`src/rtl/lcd_pkg.sv`:
```
// Shared types, instruction masks and DDRAM address helpers for the HD44780 responder.
package lcd_pkg;

  typedef enum logic [1:0] {
    ST_IDLE,
    ST_EXEC,
    ST_CLEAR,
    ST_BUSY
  } lcd_state_e;

  localparam logic [7:0] INSTR_CLR   = 8'h01;
  localparam logic [7:0] INSTR_HOME  = 8'h02;
  localparam logic [7:0] INSTR_ENTRY = 8'h04;
  localparam logic [7:0] INSTR_DISP  = 8'h08;
  localparam logic [7:0] INSTR_SHIFT = 8'h10;
  localparam logic [7:0] INSTR_FUNC  = 8'h20;
  localparam logic [7:0] INSTR_CGRAM = 8'h40;
  localparam logic [7:0] INSTR_DDRAM = 8'h80;

  localparam logic [6:0] LINE1_BASE  = 7'h00;
  localparam logic [6:0] LINE1_END   = 7'h27;
  localparam logic [6:0] LINE2_BASE  = 7'h40;
  localparam logic [6:0] LINE2_END   = 7'h67;
  localparam int         VISIBLE_LEN = 16;
  localparam logic [7:0] BLANK_CHAR  = 8'h20;

  // Addresses past a line end (0x28-0x3F, 0x68-0x7F) resolve to 0x40 going up, 0x00 going down.
  function automatic logic [6:0] ac_step(input logic [6:0] ac, input logic inc);
    logic [6:0] nxt;
    logic       off_map;
    off_map = (ac > LINE2_END) || ((ac > LINE1_END) && (ac < LINE2_BASE));
    if (inc) begin
      if (ac == LINE2_END)                  nxt = LINE1_BASE;
      else if (off_map || ac == LINE1_END)  nxt = LINE2_BASE;
      else                                  nxt = ac + 7'd1;
    end else begin
      if (ac == LINE1_BASE)                 nxt = LINE2_END;
      else if (ac == LINE2_BASE)            nxt = LINE1_END;
      else if (off_map)                     nxt = LINE1_BASE;
      else                                  nxt = ac - 7'd1;
    end
    return nxt;
  endfunction

  function automatic logic ac_visible(input logic [6:0] ac);
    return (ac[6:4] == 3'b000) || (ac[6:4] == 3'b100);
  endfunction

  // Line 1 columns map to cells 0-15, line 2 columns to cells 16-31.
  function automatic logic [4:0] ac_cell(input logic [6:0] ac);
    return {ac[6], ac[3:0]};
  endfunction

endpackage

```
`src/rtl/lcd_bus_sync.sv`:
```
// Bus input synchronizer with EN falling-edge detection.
// LCD_RESP_ENPW_CHECK_EN adds an EN high-width check flagging short strobes.
module lcd_bus_sync #(
  parameter int SYNC_STAGES = 2
`ifdef LCD_RESP_ENPW_CHECK_EN
  , parameter int MIN_EN_HIGH = 10
`endif
) (
  input  logic       iCLK,
  input  logic       iRST_N,
  input  logic [7:0] lcd_data,
  input  logic       lcd_rs,
  input  logic       lcd_rw,
  input  logic       lcd_en,
  output logic [7:0] data_o,
  output logic       rs_o,
  output logic       rw_o,
  output logic       fall_o,
  output logic       short_o
);

  // {EN, RW, RS, DATA} travel together so every field comes from the same stage.
  logic [SYNC_STAGES-1:0][10:0] sync_q, sync_d;
  logic                         en_prev_q, en_prev_d;
  logic                         en_s;

  always_comb begin
    sync_d    = sync_q;
    sync_d[0] = {lcd_en, lcd_rw, lcd_rs, lcd_data};
    for (int i = 1; i < SYNC_STAGES; i++) begin
      sync_d[i] = sync_q[i-1];
    end
  end

  always_ff @(posedge iCLK or negedge iRST_N) begin
    if (!iRST_N) begin
      sync_q    <= '0;
      en_prev_q <= 1'b0;
    end else begin
      sync_q    <= sync_d;
      en_prev_q <= en_prev_d;
    end
  end

  assign en_s      = sync_q[SYNC_STAGES-1][10];
  assign en_prev_d = en_s;
  assign rw_o      = sync_q[SYNC_STAGES-1][9];
  assign rs_o      = sync_q[SYNC_STAGES-1][8];
  assign data_o    = sync_q[SYNC_STAGES-1][7:0];
  assign fall_o    = en_prev_q & ~en_s;

`ifdef LCD_RESP_ENPW_CHECK_EN
  localparam int HW = $clog2(MIN_EN_HIGH + 1) + 1;

  logic [HW-1:0] hi_cnt_q, hi_cnt_d;

  // Saturating count of consecutive synced-high cycles; cleared while EN is low.
  always_comb begin
    hi_cnt_d = '0;
    if (en_s) begin
      hi_cnt_d = (hi_cnt_q >= HW'(MIN_EN_HIGH)) ? hi_cnt_q : hi_cnt_q + 1'b1;
    end
  end

  always_ff @(posedge iCLK or negedge iRST_N) begin
    if (!iRST_N) hi_cnt_q <= '0;
    else         hi_cnt_q <= hi_cnt_d;
  end

  assign short_o = fall_o && (hi_cnt_q < HW'(MIN_EN_HIGH));
`else
  assign short_o = 1'b0;
`endif

endmodule

```
`src/rtl/lcd_hd44780_responder.sv`:
```
// Panel-side HD44780 responder: decodes the write-only LCD bus into a 2x16 DDRAM image.
// Optional EN width checking is enabled with LCD_RESP_ENPW_CHECK_EN.
module lcd_hd44780_responder
  import lcd_pkg::*;
#(
  parameter int SYNC_STAGES  = 2,
  parameter int BUSY_CYCLES  = 2000,
  parameter int CLEAR_CYCLES = 76500,
  parameter int MIN_EN_HIGH  = 10
) (
  input  logic       iCLK,
  input  logic       iRST_N,
  input  logic [7:0] LCD_DATA,
  input  logic       LCD_RS,
  input  logic       LCD_RW,
  input  logic       LCD_EN,
  input  logic [4:0] iRdIdx,
  output logic [7:0] oRdChar,
  output logic [6:0] oAC,
  output logic       oIncMode,
  output logic       oDisplayOn,
  output logic       oCursorOn,
  output logic       oBlinkOn,
  output logic       oBusy,
  output logic       oWrStrobe,
  output logic       oCmdStrobe,
  output logic       oOverrun,
  output logic       oTimingErr
);

  localparam int NCELLS  = 2 * VISIBLE_LEN;
  // Sized to hold the longest cycle count this instance is configured with.
  localparam int CNT_MAX = (CLEAR_CYCLES > BUSY_CYCLES) ? CLEAR_CYCLES : BUSY_CYCLES;
  localparam int CNT_W   = $clog2(((CNT_MAX > MIN_EN_HIGH) ? CNT_MAX : MIN_EN_HIGH) + 1);

  logic [7:0] bus_data;
  logic       bus_rs, bus_rw, bus_fall, bus_short;

  lcd_bus_sync #(
    .SYNC_STAGES(SYNC_STAGES)
`ifdef LCD_RESP_ENPW_CHECK_EN
    , .MIN_EN_HIGH(MIN_EN_HIGH)
`endif
  ) u_bus_sync (
    .iCLK    (iCLK),
    .iRST_N  (iRST_N),
    .lcd_data(LCD_DATA),
    .lcd_rs  (LCD_RS),
    .lcd_rw  (LCD_RW),
    .lcd_en  (LCD_EN),
    .data_o  (bus_data),
    .rs_o    (bus_rs),
    .rw_o    (bus_rw),
    .fall_o  (bus_fall),
    .short_o (bus_short)
  );

  lcd_state_e       state_q, state_d;
  logic [CNT_W-1:0] cnt_q, cnt_d;
  logic [4:0]       clr_idx_q, clr_idx_d;
  logic [7:0]       cmd_q, cmd_d;
  logic             rs_q, rs_d;
  logic [6:0]       ac_q, ac_d;
  logic             inc_q, inc_d;
  logic             disp_q, disp_d, cur_q, cur_d, blink_q, blink_d;
  logic             wr_stb_q, wr_stb_d, cmd_stb_q, cmd_stb_d;
  logic             ovr_q, ovr_d, terr_q, terr_d;
  logic [7:0]       rd_char_q, rd_char_d;

  logic [7:0]       ddram_q [NCELLS];
  logic             ram_we;
  logic [4:0]       ram_addr;
  logic [7:0]       ram_wdata;

  logic             xfer_ok;
  assign xfer_ok = bus_fall & ~bus_short;

  always_comb begin
    state_d   = state_q;
    cnt_d     = cnt_q;
    clr_idx_d = clr_idx_q;
    cmd_d     = cmd_q;
    rs_d      = rs_q;
    ac_d      = ac_q;
    inc_d     = inc_q;
    disp_d    = disp_q;
    cur_d     = cur_q;
    blink_d   = blink_q;
    wr_stb_d  = 1'b0;
    cmd_stb_d = 1'b0;
    ovr_d     = 1'b0;
    terr_d    = bus_short;
    ram_we    = 1'b0;
    ram_addr  = clr_idx_q;
    ram_wdata = BLANK_CHAR;

    case (state_q)
      ST_IDLE: begin
        if (xfer_ok) begin
          if (bus_rw) begin
            ovr_d = 1'b1;
          end else if (!bus_rs && bus_data == INSTR_CLR) begin
            state_d   = ST_CLEAR;
            clr_idx_d = '0;
            cmd_stb_d = 1'b1;
          end else begin
            state_d = ST_EXEC;
            cmd_d   = bus_data;
            rs_d    = bus_rs;
          end
        end
      end

      ST_EXEC: begin
        state_d = ST_BUSY;
        cnt_d   = CNT_W'(BUSY_CYCLES);
        if (rs_q) begin
          wr_stb_d  = 1'b1;
          ram_we    = ac_visible(ac_q);
          ram_addr  = ac_cell(ac_q);
          ram_wdata = cmd_q;
          ac_d      = ac_step(ac_q, inc_q);
        end else begin
          cmd_stb_d = 1'b1;
          // Highest set bit selects the instruction.
          if ((cmd_q & INSTR_DDRAM) != 8'h00) begin
            ac_d = cmd_q[6:0];
          end else if ((cmd_q & (INSTR_CGRAM | INSTR_FUNC)) != 8'h00) begin
            ac_d = ac_q;
          end else if ((cmd_q & INSTR_SHIFT) != 8'h00) begin
            if (!cmd_q[3]) ac_d = ac_step(ac_q, cmd_q[2]);
          end else if ((cmd_q & INSTR_DISP) != 8'h00) begin
            disp_d  = cmd_q[2];
            cur_d   = cmd_q[1];
            blink_d = cmd_q[0];
          end else if ((cmd_q & INSTR_ENTRY) != 8'h00) begin
            inc_d = cmd_q[1];
          end else if ((cmd_q & INSTR_HOME) != 8'h00) begin
            ac_d = LINE1_BASE;
          end
        end
      end

      ST_CLEAR: begin
        ram_we    = 1'b1;
        ram_addr  = clr_idx_q;
        clr_idx_d = clr_idx_q + 5'd1;
        if (clr_idx_q == 5'(NCELLS - 1)) begin
          ac_d    = LINE1_BASE;
          inc_d   = 1'b1;
          cnt_d   = CNT_W'(CLEAR_CYCLES - NCELLS);
          state_d = ST_BUSY;
        end
      end

      ST_BUSY: begin
        if (cnt_q == '0) state_d = ST_IDLE;
        else             cnt_d   = cnt_q - 1'b1;
      end

      default: state_d = ST_IDLE;
    endcase

    if (state_q != ST_IDLE && xfer_ok) ovr_d = 1'b1;

    rd_char_d = ddram_q[iRdIdx];
  end

  always_ff @(posedge iCLK or negedge iRST_N) begin
    if (!iRST_N) begin
      state_q   <= ST_IDLE;
      cnt_q     <= '0;
      clr_idx_q <= '0;
      cmd_q     <= '0;
      rs_q      <= 1'b0;
      ac_q      <= LINE1_BASE;
      inc_q     <= 1'b1;
      disp_q    <= 1'b0;
      cur_q     <= 1'b0;
      blink_q   <= 1'b0;
      wr_stb_q  <= 1'b0;
      cmd_stb_q <= 1'b0;
      ovr_q     <= 1'b0;
      terr_q    <= 1'b0;
      rd_char_q <= BLANK_CHAR;
    end else begin
      state_q   <= state_d;
      cnt_q     <= cnt_d;
      clr_idx_q <= clr_idx_d;
      cmd_q     <= cmd_d;
      rs_q      <= rs_d;
      ac_q      <= ac_d;
      inc_q     <= inc_d;
      disp_q    <= disp_d;
      cur_q     <= cur_d;
      blink_q   <= blink_d;
      wr_stb_q  <= wr_stb_d;
      cmd_stb_q <= cmd_stb_d;
      ovr_q     <= ovr_d;
      terr_q    <= terr_d;
      rd_char_q <= rd_char_d;
    end
  end

  // Flop array rather than block RAM: reset must blank every cell at once.
  always_ff @(posedge iCLK or negedge iRST_N) begin
    if (!iRST_N) begin
      for (int i = 0; i < NCELLS; i++) ddram_q[i] <= BLANK_CHAR;
    end else if (ram_we) begin
      ddram_q[ram_addr] <= ram_wdata;
    end
  end

  assign oRdChar    = rd_char_q;
  assign oAC        = ac_q;
  assign oIncMode   = inc_q;
  assign oDisplayOn = disp_q;
  assign oCursorOn  = cur_q;
  assign oBlinkOn   = blink_q;
  assign oBusy      = (state_q != ST_IDLE);
  assign oWrStrobe  = wr_stb_q;
  assign oCmdStrobe = cmd_stb_q;
  assign oOverrun   = ovr_q;
  assign oTimingErr = terr_q;

endmodule

```
`config.mk`:
```
export PLATFORM = sky130hd
export DESIGN_NAME = lcd_hd44780_responder
export DESIGN_NICKNAME = d
export VERILOG_FILES = /design/src/rtl/lcd_pkg.sv /design/src/rtl/lcd_bus_sync.sv /design/src/rtl/lcd_hd44780_responder.sv
export SDC_FILE = /design/constraint.sdc
export NUM_CORES = 1
export LEC_CHECK = 0
export CAP_MARGIN = 20
export CORE_MARGIN = 3
export CORE_UTILIZATION = 60
export DETAILED_ROUTE_END_ITERATION = 16
export GPL_TIMING_DRIVEN = 0
export PLACE_DENSITY = 0.89
export REMOVE_ABC_BUFFERS = 1
export SKIP_LAST_GASP = 1
export SYNTH_ARGS = -nofsm -noshare
export SYNTH_HDL_FRONTEND = slang
export SYNTH_SLANG_ARGS = --single-unit
```
`constraint.sdc`:
```
create_clock -name iCLK -period 2.9 [get_ports iCLK]
set_input_delay 0.58 -clock iCLK [delete_from_list [all_inputs] [get_ports iCLK]]
set_output_delay 0.58 -clock iCLK [all_outputs]
set_load 0.02 [all_outputs]
```
=== Word level (Yosys, flattened, before mapping) ===
Cells that the tools add are included.

* Add/sub/neg operators: 4
* Order comparisons: 6
* Equal/unequal tests: 25
* Mux-type cells: 61
* Bitwise gates (word level): 10
* Reductions and logical operators: 24

{| class="wikitable"
|+ Operators by type and width
! cell !! number
|-
| 256-bit bitwise mux || 1
|-
| 7-bit 2-to-1 mux || 16
|-
| 17-bit one-hot mux with 3 select lines || 1
|-
| 8-bit binary-select mux with 5-bit select || 1
|-
| 8-bit demux with 5-bit select || 1
|-
| 8-bit 2-to-1 mux || 5
|-
| 17-bit 2-to-1 mux || 2
|-
| 5-bit 2-to-1 mux || 5
|-
| 2-bit != test, second input constant || 12
|-
| 1-bit 2-to-1 mux || 18
|-
| 17-bit logical NOT || 1
|-
| 17-bit by 1-bit subtractor with 17-bit output, second input constant || 1
|-
| 7-bit == test, second input constant || 2
|-
| 7-bit one-hot mux with 2 select lines || 1
|-
| 6-bit >= comparator, second input constant || 2
|-
| 5-bit inverter with 6-bit output || 2
|-
| 4-bit AND reduction || 3
|-
| 6-bit AND reduction || 2
|-
| 2-bit 2-to-1 mux || 5
|-
| 5-bit != test, second input constant || 2
|-
| 5-bit one-hot mux with 2 select lines || 1
|-
| 8-bit by 1-bit == test with 1-bit output, second input constant || 1
|-
| 4-bit != test, second input constant || 2
|-
| 2-bit one-hot mux with 4 select lines || 1
|-
| 26 further kinds || 42
|}

* Bits in registers: 334
* Bits of input ports: 18
* Output and inout bits: 24
* Word-level logic and storage cells: 179

=== Longest topological paths before layout ===
Gate-level depths: netlist of run 1.

* Depth after elaboration: 13
* Gate-level depth with buffers: 11
* Mapped depth without buffers: 8

=== By module ===
A second synthesis of run 1 with hierarchy kept.

* Cells, all modules: 1127
* Area total of the unflattened synthesis: 15969.1 um2

{| class="wikitable"
|+ By module, submodules not included
! module !! instances !! cells each !! area each (um2) !! seq. area each (um2)
|-
| lcd_hd44780_responder || 1 || 1101 || 15368.5 || 7850.0
|-
| lcd_bus_sync || 1 || 26 || 600.6 || 575.6
|}

=== Least setup slack after synthesis of run 1 ===
OpenSTA, ideal clock, no wires.

* Path kind: register -> register
* From: register ac_q[0], in the netlist oAC[0]
* To: register ac_q[6], in the netlist oAC[6]
* Library setup time: 0.095 ns
* Arrival: 2.339 ns
* Data required time: 2.805 ns
* Setup slack: 0.465 ns
* Stages on the path, launching flop included: 9
* Path buffers: 1
* Clock period less this slack: 2.435 ns
* Cell sequence: dfrtp_1 > clkbuf_1 > inv_1 > ha_1 > or3b_2 > or3_1 > o31ai_1 > a211oi_1 > o31ai_1

* Longest elaborated chain between the ends: 13
* Elaborated cells on any way between the ends: 25
* Classes of those cells: 2 x add/sub; 3 x order compare; 3 x eq/ne; 13 x mux; 4 x reduce/logical

{| class="wikitable"
|+ Ends and longest elaborated chain
! element !! RTL line !! source
|-
| start, declared || lcd_hd44780_responder.sv:63 || <nowiki>logic [6:0] ac_q, ac_d;</nowiki>
|-
| start signal, assigned || lcd_hd44780_responder.sv:176 || <nowiki>ac_q <= LINE1_BASE;</nowiki>
|-
| start signal, assigned || lcd_hd44780_responder.sv:192 || <nowiki>ac_q <= ac_d;</nowiki>
|-
| 7-bit by 6-bit greater-than comparator with 1-bit output / 7-bit < comparator (equally long branches) || lcd_pkg.sv:31 || <nowiki>off_map = (ac > LINE2_END) || ((ac > LINE1_END) && (ac < LINE2_BASE));</nowiki>
|-
| 1-bit logical AND || lcd_pkg.sv:31 ||
|-
| 1-bit logical OR || lcd_pkg.sv:31 ||
|-
| 7-bit 2-to-1 mux / 1-bit logical OR (equally long branches) || lcd_pkg.sv:39, lcd_pkg.sv:34 ||
|-
| 7-bit 2-to-1 mux (on tied branches) || lcd_pkg.sv:38, lcd_pkg.sv:34 ||
|-
| 7-bit 2-to-1 mux (on tied branches) || lcd_pkg.sv:37, lcd_pkg.sv:33 ||
|-
| 7-bit 2-to-1 mux || lcd_pkg.sv:32 || <nowiki>if (inc) begin</nowiki>
|-
| 7-bit 2-to-1 mux || lcd_hd44780_responder.sv:131 || <nowiki>if (!cmd_q[3]) ac_d = ac_step(ac_q, cmd_q[2]);</nowiki>
|-
| 7-bit 2-to-1 mux || lcd_hd44780_responder.sv:130 || <nowiki>end else if ((cmd_q & INSTR_SHIFT) != 8'h00) begin</nowiki>
|-
| 7-bit 2-to-1 mux || lcd_hd44780_responder.sv:128 || <nowiki>end else if ((cmd_q & (INSTR_CGRAM | INSTR_FUNC)) != 8'h00) begin</nowiki>
|-
| 7-bit 2-to-1 mux || lcd_hd44780_responder.sv:126 || <nowiki>if ((cmd_q & INSTR_DDRAM) != 8'h00) begin</nowiki>
|-
| 7-bit 2-to-1 mux * || lcd_hd44780_responder.sv:117 || <nowiki>if (rs_q) begin</nowiki>
|-
| 7-bit one-hot mux with 2 select lines * || lcd_hd44780_responder.sv:97 || <nowiki>case (state_q)</nowiki>
|}

Mark *: on every way between the ends. The rest lies on a longest branch, timed or not. The select of a mux whose other input is x is not followed.
A chain may end at the register's enable or synchronous reset.

=== Worst setup path after layout of run 1 ===
* From: register state_q[1]
* To: register ddram_q[212] (netlist name)

* Longest elaborated chain between the ends: 8
* Elaborated cells on any way between the ends: 12
* Classes of those cells: 2 x order compare; 2 x eq/ne; 6 x mux; 1 x bitwise; 1 x reduce/logical

{| class="wikitable"
|+ Ends and longest elaborated chain
! element !! RTL line !! source
|-
| start, declared || lcd_hd44780_responder.sv:58 || <nowiki>lcd_state_e state_q, state_d;</nowiki>
|-
| start signal, assigned || lcd_hd44780_responder.sv:187 || <nowiki>state_q <= state_d;</nowiki>
|-
| 2-bit by 1-bit == test with 1-bit output || lcd_hd44780_responder.sv:97 ||
|-
| 5-bit 2-to-1 mux || lcd_hd44780_responder.sv:97 ||
|-
| 5-bit inverter with 6-bit output (implied by the code) || lcd_hd44780_responder.sv:210 || <nowiki>ddram_q[ram_addr] <= ram_wdata;</nowiki>
|-
| 6-bit >= comparator (implied by the code) / 6-bit by 1-bit < comparator with 1-bit output (equally long branches) || lcd_hd44780_responder.sv:210 ||
|-
| 1-bit logical AND (implied by the code) || lcd_hd44780_responder.sv:210 ||
|-
| 8-bit 2-to-1 mux (implied by the code) || lcd_hd44780_responder.sv:210 ||
|-
| 8-bit demux with 5-bit select || lcd_hd44780_responder.sv:210 ||
|-
| 256-bit bitwise mux || lcd_hd44780_responder.sv:210 ||
|-
| end signal, assigned by index || lcd_hd44780_responder.sv:210 ||
|-
| end, declared || lcd_hd44780_responder.sv:70 || <nowiki>logic [7:0] ddram_q [NCELLS];</nowiki>
|}

Several ways; a longest one is shown, not always the timed one.

==> results of run 1 <==
-- layout by cell type, fill, tap and decap left out, drive strengths merged, types with 9 or more instances in the layout --
cell type,n
a21oi,16
a22o,10
a31oi,9
buf,24
clkbuf,55
clkdlybuf4s50,36
dfrtp,300
dfstp,34
ha,10
inv,21
mux2,268
mux2i,36
mux4,64
nand2,45
nand2b,13
nand3,19
nor2,53
nor3,9
o211ai,9
o21ai,39
-- layer usage --
metal,GRT usage,vias to the layer above
li1,-,4419
met3,0.0401,145
met4,0.127,0
met5,0,-
met2,0.458,581
met1,0.362,5489
-- path summary, 6_finish.rpt --
check                      slack (ns)                   from                   end
setup / recovery                -0.05             state_q[1]          ddram_q[212]
hold / removal                   0.08                 iRST_N           ddram_q[49]
setup reg to reg                -0.05             state_q[1]          ddram_q[212]
hold reg to reg                  0.34  u_bus_sync.sync_d[15]  u_bus_sync.data_o[4]
max in group asynchronous        1.27                 iRST_N                  rs_q
min in group iCLK                0.34  u_bus_sync.sync_d[15]  u_bus_sync.data_o[4]
-- through the flow --
stage	instance area, um^2	setup slack (ns)	instances
6_report	18200	-0.0477	1554
5_1_grt	18200	-0.136	1554
4_1_cts	18000	-0.0701	1544
3_5_place_dp	16700	-0.412	1476
3_3_place_gp	16500	-12.62	1467
2_1_floorplan	15700	0.249	1092
-- state kept, by name (all words and copies together) (netlist names), 2 cells and up --
name / flops
u_bus_sync.sync_d: 11
state_q: 2
u_bus_sync.data_o: 8
clr_idx_q: 5
oAC: 7
ddram_q: 256
cmd_q: 8
oRdChar: 8
cnt_q: 17
-- power groups by stage --
stage | combinational, mW | sequential [mW] | clock (mW)
global route | 4.12 | 5.75 | 4.80
CTS | 3.56 | 5.67 | 4.59
finish | 3.84 | 5.72 | 4.56
floorplan | 2.16 | 5.63 | 0
detailed placement | 3.44 | 5.72 | 0
global placement | 3.26 | 5.70 | 0
-- kinds of logic after synthesis --
group                      after synthesis  synth area share
muxes                                  368             0.301
DFF                                    334             0.525
and+or+nand+nor                        207            0.0719
AOI/OAI and AO/OA                      147            0.0647
buffers and inverters                  104            0.0273
adders and majority gates               10           0.00782
xor gates and xnor gates                 4           0.00219
other                                    1          0.000234
-- final cells by class --
cell class / instances / area [um^2] / area share
clock buffer: 55 / 1040 / 0.0573
clock inverter: 11 / 120 / 0.00660
inverter: 21 / 82.6 / 0.00453
multi-input combinational: 737 / 7370 / 0.405
sequential: 334 / 8400 / 0.461
tap: 335 / 419 / 0.0230
timing repair buffer: 60 / 761 / 0.0418
timing repair inverter: 1 / 7.51 / 0.000412
-- critical path, stage by stage (launching register included) --
cell        delay [ns]
dfrtp_1           0.40
inv_1             0.13
ha_2              0.39
nand2_4           0.16
clkinvlp_4        0.23
mux2i_4           0.38
nand2_1           0.23
nor2_2            0.49
mux2_2            0.41
-- timing repair --
action,4_1_cts,5_1_grt
gates cloned,0,1
buffers inserted,2,6
setup endpoints to repair,268,217
pin swaps,2,6
resized for setup,20,29
==> flow_summary_export.csv, run 1 <==
group,metric,value,unit
synth,ys_ff_latch,334,
clock_tree,htree_levels,2,
power,p_total,14.1,mW
power,power_density,775,nW/um^2
timing,holdWs,0.0755,ns
critical_path,timing_worst_setup_path_type,"reg -> reg",
status,status,"finished with violations",
grt,grt_pass1_vias,11066,
detailed_routing,via_per_inst,6.84,
die,die_w,169,um
timing,worst_slew_pin_slew,1.02,ns
detailed_routing,drtPass1Iterations,5,
timing,slew_headroom,0.321,
status,violations,"negative setup slack",
grt,antenna_found_initial,0,
timing,maxSlewViolCount,0,
cells_and_area,fillers,1569,
critical_path,start_kind,"flop",
detailed_routing,drt-initial-drc-count,1431,
synth,yosys_warnings,0,
die,ioPinCount,42,
place,port_buffers,40,
power,vdd_drop_max,462,uV
synth,syn_area,16000,um^2
die,die_y,169,um
critical_path,reg2reg_depth,8,
detailed_routing,drc_errors,0,
cells_and_area,synthToLayoutAreaGrowth,13.8,%
grt,grt_max_degree,127,
cells_and_area,n_antenna_cell,0,
die,rows,59,
cells_and_area,utilization,0.697,
synth,synthArstFlopShare,1.00,
synth,yosysMostFrequentCell,"dfrtp_1",
clock_tree,cts_made_buffers,36,
critical_path,cp.required,3.30,ns
die,dieArea,28700,um^2
synth,ys.flop_type,"dfrtp_1",
cells_and_area,final_layout_size_suffix_gt1_frac,0.417,
power,switching_share,0.344,
critical_path,cp-end-kind,"flop",
timing,rsz0062_at_grt,"true",
clock_tree,cts.sinks,334,
die,start_util,0.613,
timing,skew,0.0214,ns
power,pwr-share-comb,0.272,
timing,min_period,2.95,ns
synth,syn_avg_cell_area,13.6,um^2
timing,fin_crit_sh,1.02,
synth,synth_common_cells,"dfrtp_1 (300), mux2_2 (268), mux4_2 (64)",
power,power.switching,4.85,mW
synth,syn_inst,1175,
power,pwr-share-clk,0.323,
critical_path,critPathMaxFanout,14,
timing,hold_violations,0,
detailed_routing,m1WireLength,15500,um
detailed_routing,final_antenna_net_count,0,
place,place_congestion,0.905,
timing,setup_violations,16,
detailed_routing,vias,10634,
synth,synth.area.top_cells,"dfrtp_1 (47%), mux2_2 (19%), mux4_2 (9.0%), dfstp_2 (5.6%), mux2i_1 (2.3%)",
power,seq_power_share,0.405,
critical_path,worstPathArrival,3.35,ns
cells_and_area,fin_nets,1219,
clock_tree,root_buffer,"clkbuf_16",
detailed_routing,wl_met3,2480,um
clock_tree,hold_buffers,0,
detailed_routing,wl_met2,20400,um
clock_tree,clock_path_buffers,3,
timing,finalSetupTns,-0.384,ns
grt,gr-usage-all-layers,0.275,
detailed_routing,wire_per_inst,25.8,um
run,maxCapViolations,0,
worst_hold_path,hold_class,"in -> async",
timing,timing.fmax,0.339,GHz
synth,netlist.area_leader.share,0.469,
grt,grt_overflow,0,
die,fp.coreArea,26100,um^2
detailed_routing,route.top_layer_used,"met4",
synth,synth_edf_count,0,
synth,yosysSeqAreaShare,0.525,
synth,synth.distinct_cells,78,
clock_tree,cts_tree,"yes",
clock_tree,insertion_delay,0.53,ns
grt,grt_pass1_wl,62200,um
place,hpwl,22700,um
detailed_routing,drt_wl_total,40200,um
power,p_leak,8.15,nW
power,cellInternalPower,9.27,mW
synth,synth_top_area_cell,"dfrtp_1",
timing,fin_ws,-0.0477,ns
clock_tree,clk_pin_slew,0.06,ns
Power figures use the tool's default switching activity.
==> run 2: changes to the inputs <==
--- a/config.mk
+++ b/config.mk
@@ -5,12 +5,12 @@
 export SDC_FILE = /design/constraint.sdc
 export NUM_CORES = 1
 export LEC_CHECK = 0
-export CAP_MARGIN = 20
+export CAP_MARGIN = 25
 export CORE_MARGIN = 3
-export CORE_UTILIZATION = 60
+export CORE_UTILIZATION = 35
 export DETAILED_ROUTE_END_ITERATION = 16
 export GPL_TIMING_DRIVEN = 0
-export PLACE_DENSITY = 0.89
+export PLACE_DENSITY = 0.61
 export REMOVE_ABC_BUFFERS = 1
 export SKIP_LAST_GASP = 1
 export SYNTH_ARGS = -nofsm -noshare
==> run 2 against run 1 <==
The flow now finishes without violations. Combinational power down 4%. Sequential power down 0.9%. Sequential share of layout area down 1.1 points. Die area up 69%. Routed wire length down 7.7%. Highest routed layer unchanged. Cell area up 2.5%. Critical path depth unchanged. Sequential cell count unchanged. Non-clock buffer count down 3. Utilization down 28 points. Critical endpoint is now ddram_q[154]. First-iteration DRC count down 62%. Register-to-register slack better by 0.06 ns.
==> flow_summary_export.csv, run 2 (synthesis gave the netlist of run 1 again) <==
group,metric,value,unit
clock_tree,cts_tree,"yes",
die,die_w,220,um
cells_and_area,fin_nets,1217,
detailed_routing,vias,9854,
clock_tree,htree_levels,2,
die,fp.coreArea,44700,um^2
worst_hold_path,hold_class,"in -> async",
timing,skew,0.0155,ns
detailed_routing,drt_wl_total,37100,um
place,hpwl,23900,um
critical_path,cp-end-kind,"flop",
power,vdd_drop_max,399,uV
detailed_routing,via_per_inst,5.44,
timing,setup_violations,0,
power,power_density,767,nW/um^2
die,rows,77,
timing,min_period,2.89,ns
timing,maxSlewViolCount,0,
clock_tree,cts.sinks,334,
place,placed_cell_area,17100,um^2
die,dieArea,48300,um^2
grt,antenna_found_initial,0,
detailed_routing,wire_per_inst,20.5,um
grt,grt_pass1_vias,10373,
timing,hold_violations,0,
detailed_routing,drt-initial-drc-count,545,
place,place_congestion,0.872,
detailed_routing,drtPass1Iterations,4,
cells_and_area,n_antenna_cell,0,
run,maxCapViolations,0,
cells_and_area,final_cell_mix,"dfrtp_1 (299), mux2_2 (268), mux4_2 (64)",
grt,gr-usage-all-layers,0.159,
critical_path,max_stage_delay,0.46,ns
clock_tree,cts_made_buffers,38,
detailed_routing,drc_errors,0,
detailed_routing,final_antenna_net_count,0,
status,status,"finished clean",
cells_and_area,final_common_cell,"dfrtp_1",
timing,finalSetupTns,0,ns
critical_path,path_cells,"inv_1 -> ha_2 -> nand2_4 -> clkinvlp_4 -> or3_1 -> a21o_2 -> nor2_2 -> mux2_2",
cells_and_area,synthToLayoutAreaGrowth,16.6,%
timing,slew_headroom,0.377,
cells_and_area,fillers,4124,
critical_path,start_kind,"flop",
cells_and_area,stdcell_area,18700,um^2
critical_path,r2r_slack,0.008,ns
die,start_util,0.358,
timing,worst_slew_pin_slew,0.935,ns
timing,fin_ws,0.00808,ns
place,port_buffers,40,
critical_path,cp_slowest_cell,"nor2_2",
die,ioPinCount,42,
critical_path,critPathMaxFanout,14,
die,die_y,220,um
cells_and_area,final_layout_size_suffix_gt1_frac,0.417,
grt,grt_max_degree,118,
clock_tree,insertion_delay,0.55,ns
grt,grt_overflow,0,
critical_path,worstPathArrival,3.33,ns
clock_tree,root_buffer,"clkbuf_16",
timing,fin_crit_sh,0.997,
clock_tree,clock_path_buffers,3,
critical_path,cp.required,3.34,ns
critical_path,timing_worst_setup_path_type,"reg -> reg",
timing,rsz0062_at_grt,"true",
cells_and_area,largest_register_ffs,256,
cells_and_area,largest-register,"ddram_q",
timing,timing.fmax,0.346,GHz
grt,grt_pass1_wl,59600,um
power,p_total,14.3,mW
clock_tree,clk_pin_slew,0.06,ns
place,post-place-ws,-0.710,ns
power,p_leak,8.22,nW
## run 2: final timing paths
path	cells past startpoint	to	start
max in group asynchronous	3	ddram_q[157]	iRST_N
worst min-delay path	1	u_bus_sync.sync_d[19]	iRST_N
worst min register to register	0	u_bus_sync.data_o[2]	u_bus_sync.sync_d[13]
worst max register to register	8	ddram_q[154]	state_q[1]
min in group iCLK	0	u_bus_sync.data_o[2]	u_bus_sync.sync_d[13]
worst max-delay path	8	ddram_q[154]	state_q[1]
## run 2: timing repair
action | CTS | global route
pin swaps | 0 | 5
setup buffers | 0 | 4
setup endpoints to repair | 271 | 256
hold buffers | 0 | 0
gates resized for setup | 21 | 25
gates cloned | 0 | 0
## run 2: layout make-up
cell class / count / area, um^2 / share of cell area
sequential: 334 / 8400 / 0.450
tap: 592 / 741 / 0.0397
multi-input combinational: 737 / 7370 / 0.395
timing repair buffer: 57 / 763 / 0.0409
inverter: 21 / 82.6 / 0.00442
clock inverter: 12 / 183 / 0.00979
clock buffer: 58 / 1120 / 0.0599
## run 2: metrics by stage
step / hold slack, ns / util / instances
finish: 0.0616 / 0.417 / 1811
detailed placement: 0.335 / 0.382 / 1737
CTS: 0.120 / 0.414 / 1807
global route: 0.157 / 0.417 / 1811
floorplan: 0.284 / - / 1092
global placement: 0.333 / 0.376 / 1724
## run 2: worst max-delay path: cells and delay by family, from the launching register on
kind	cells	cell delay [ns]
adders and majority gates	1	0.29
DFF	1	0.37
and+or+nand+nor	3	1.00
AOI/OAI and AO/OA	1	0.38
muxes	1	0.39
buffers and inverters	2	0.35
## run 2: layer usage
metal	wire [um]	part of all wire	GRT usage	vias to the layer above
met2	18200	0.49	0.262	211
met5	0	0	0	-
li1	-	-	-	4417
met3	1530	0.041	0.0294	55
met1	16300	0.44	0.212	5171
met4	992	0.027	0.0524	0
## run 2: report_power, final
group,switching [mW],internal [mW]
Combinational,2.23,1.46
Sequential,0.579,5.09
Clock,1.93,3.03
Total,4.74,9.58
==> run 3: changes to the inputs <==
--- a/config.mk
+++ b/config.mk
@@ -5,12 +5,13 @@
 export SDC_FILE = /design/constraint.sdc
 export NUM_CORES = 1
 export LEC_CHECK = 0
-export CAP_MARGIN = 25
+export CAP_MARGIN = 30
+export CORE_ASPECT_RATIO = 0.7
 export CORE_MARGIN = 3
 export CORE_UTILIZATION = 35
 export DETAILED_ROUTE_END_ITERATION = 16
 export GPL_TIMING_DRIVEN = 0
-export PLACE_DENSITY = 0.61
+export PLACE_DENSITY_LB_ADDON = 0.1
 export REMOVE_ABC_BUFFERS = 1
 export SKIP_LAST_GASP = 1
 export SYNTH_ARGS = -nofsm -noshare
==> run 3 against run 2 <==
Clock power barely moved. Clock skew shrank 0.0044 ns. Clock-buffer cell count decreased by 6. Cell area grew 0.31%. Sequential cell count unchanged. Sequential power is essentially flat. Setup slack better by 0.024 ns. Largest power group unchanged.
==> flow_summary_export.csv, run 3 (synthesis gave the netlist of run 1 again) <==
group,metric,value,unit
status,status,"finished clean",
clock_tree,clk_pin_slew,0.06,ns
clock_tree,root_buffer,"clkbuf_16",
cells_and_area,finalNonFillerCells,1815,
timing,rsz0062_at_grt,"true",
power,cellInternalPower,9.58,mW
grt,grt_overflow,0,
detailed_routing,final_antenna_net_count,0,
detailed_routing,wire_per_inst,22.1,um
critical_path,timing_worst_setup_path_type,"reg -> out",
die,ioPinCount,42,
critical_path,r2r_slack,0.09,ns
power,seq_power_share,0.394,
cells_and_area,final_layout_size_suffix_gt1_frac,0.418,
clock_tree,cts_tree,"yes",
critical_path,worstPathArrival,2.29,ns
power,pwr-share-clk,0.342,
cells_and_area,final_common_cell,"dfrtp_1",
power,power.switching,4.88,mW
grt,gr-usage-all-layers,0.170,
timing,min_period,2.87,ns
detailed_routing,via_per_inst,5.40,
clock_tree,hold_buffers,0,
cells_and_area,fin_nets,1220,
detailed_routing,drt_wl_total,40000,um
cells_and_area,n_antenna_cell,0,
critical_path,critPathMaxFanout,9,
timing,finalSetupTns,0,ns
cells_and_area,largest_register_ffs,256,
grt,grt_pass1_wl,63100,um
timing,maxSlewViolCount,0,
cells_and_area,multi_input_area,7400,um^2
critical_path,start_kind,"flop",
power,switching_share,0.337,
detailed_routing,drt-initial-drc-count,637,
detailed_routing,drc_errors,0,
timing,setup_violations,0,
cells_and_area,regArea,8400,um^2
critical_path,r2r-start,"state_q[1]",
timing,skew,0.0111,ns
die,rows,64,
die,fp.coreArea,44400,um^2
place,dp.cells,1740,
timing,holdWs,0.122,ns
critical_path,reg2reg_depth,9,
detailed_routing,vias,9804,
cells_and_area,synthToLayoutAreaGrowth,16.9,%
timing,fin_crit_sh,0.989,
cells_and_area,utilization,0.421,
clock_tree,clock_path_buffers,3,
die,start_util,0.360,
cells_and_area,fillers,4105,
power,power_density,772,nW/um^2
power,vdd_drop_max,305,uV
clock_tree,insertion_delay,0.53,ns
critical_path,cp-end-kind,"primary output",
die,dieArea,48400,um^2
grt,grt_pass1_vias,10161,
power,p_total,14.5,mW
run,maxCapViolations,0,
timing,timing.fmax,0.349,GHz
cells_and_area,largest-register,"ddram_q",
critical_path,cp.required,2.32,ns
critical_path,reg2reg_to,"ddram_q[198]",
power,pwr-share-comb,0.264,
timing,slew_headroom,0.367,
grt,antenna_found_initial,0,
die,die_y,185,um
place,hpwl,26400,um
die,die_w,262,um
clock_tree,cts.sinks,334,
grt,grt_max_degree,106,
clock_tree,htree_levels,2,
clock_tree,cts_made_buffers,37,
timing,hold_violations,0,
timing,worst_slew_pin_slew,0.948,ns
power,p_leak,8.24,nW
place,port_buffers,40,
worst_hold_path,hold_class,"in -> async",
cells_and_area,final_cell_mix,"dfrtp_1 (299), mux2_2 (268), mux4_2 (64)",
detailed_routing,drtPass1Iterations,4,
place,place_congestion,0.839,
-- run 3: changes by cell type in the layout (fill, tap and decap cells not counted), moves of 3 or more --
cell / before / now
buf_8: 5 / 2
nor2_2: 7 / 1
clkbuf_8: 7 / 2
nor2_4: 19 / 25
-- run 3: power by group through the flow --
| stage | sequential (mW) | clock [mW] | combinational [mW] |
|---|---|---|---|
| 3_3_place_gp | 5.76 | 0 | 3.46 |
| 3_5_place_dp | 5.75 | 0 | 3.62 |
| 6_report | 5.70 | 4.94 | 3.82 |
| 5_1_grt | 5.77 | 5.32 | 4.16 |
| 4_1_cts | 5.68 | 5.12 | 3.72 |
| 2_1_floorplan | 5.63 | 0 | 2.16 |
-- run 3: worst max-delay path: stages, from the launching register on --
cell,delay (ns)
dfrtp_1,0.41
inv_1,0.14
ha_2,0.29
inv_1,0.25
clkdlybuf4s50_1,0.67
-- run 3: cell type report --
class,instances,share of cell area
multi-input combinational,737,0.395
clock buffer,52,0.0558
sequential,334,0.449
inverter,21,0.00441
tap,594,0.0397
timing repair buffer,61,0.0440
clock inverter,16,0.0118
-- run 3: through the flow --
step | setup slack, ns | area [um^2]
after floorplan | 0.249 | 15700
after global placement | -14.16 | 16800
after detailed placement | -0.620 | 17100
after CTS | -0.0235 | 18600
after global routing | -0.0813 | 18700
final | 0.0316 | 18700
-- run 3: layer usage --
metal  wire length [um]  track usage  vias to the layer above
met5                  0            0                        -
met4                624       0.0357                        0
met3               1300       0.0268                       46
met2              16800        0.242                      152
met1              21300        0.272                     5178
li1                   -            -                     4428
-- run 3: worst max-delay path by stage --
stage	start	to	depth (start not counted)
2_1_floorplan	cnt_q[0]	state_q[0]	7
3_3_place_gp	iRST_N	ddram_q[110]	1
3_5_place_dp	state_q[1]	ddram_q[113]	8
4_1_cts	state_q[1]	ddram_q[25]	8
5_1_grt	state_q[0]	oBusy	4
6_report	state_q[0]	oBusy	4
-- run 3: timing repair --
action | CTS | global route
resized for setup | 44 | 7
pin swaps | 1 | 3
endpoints found under the hold margin | 0 | 0
buffers inserted | 1 | 6
endpoints found under the setup margin | 257 | 224
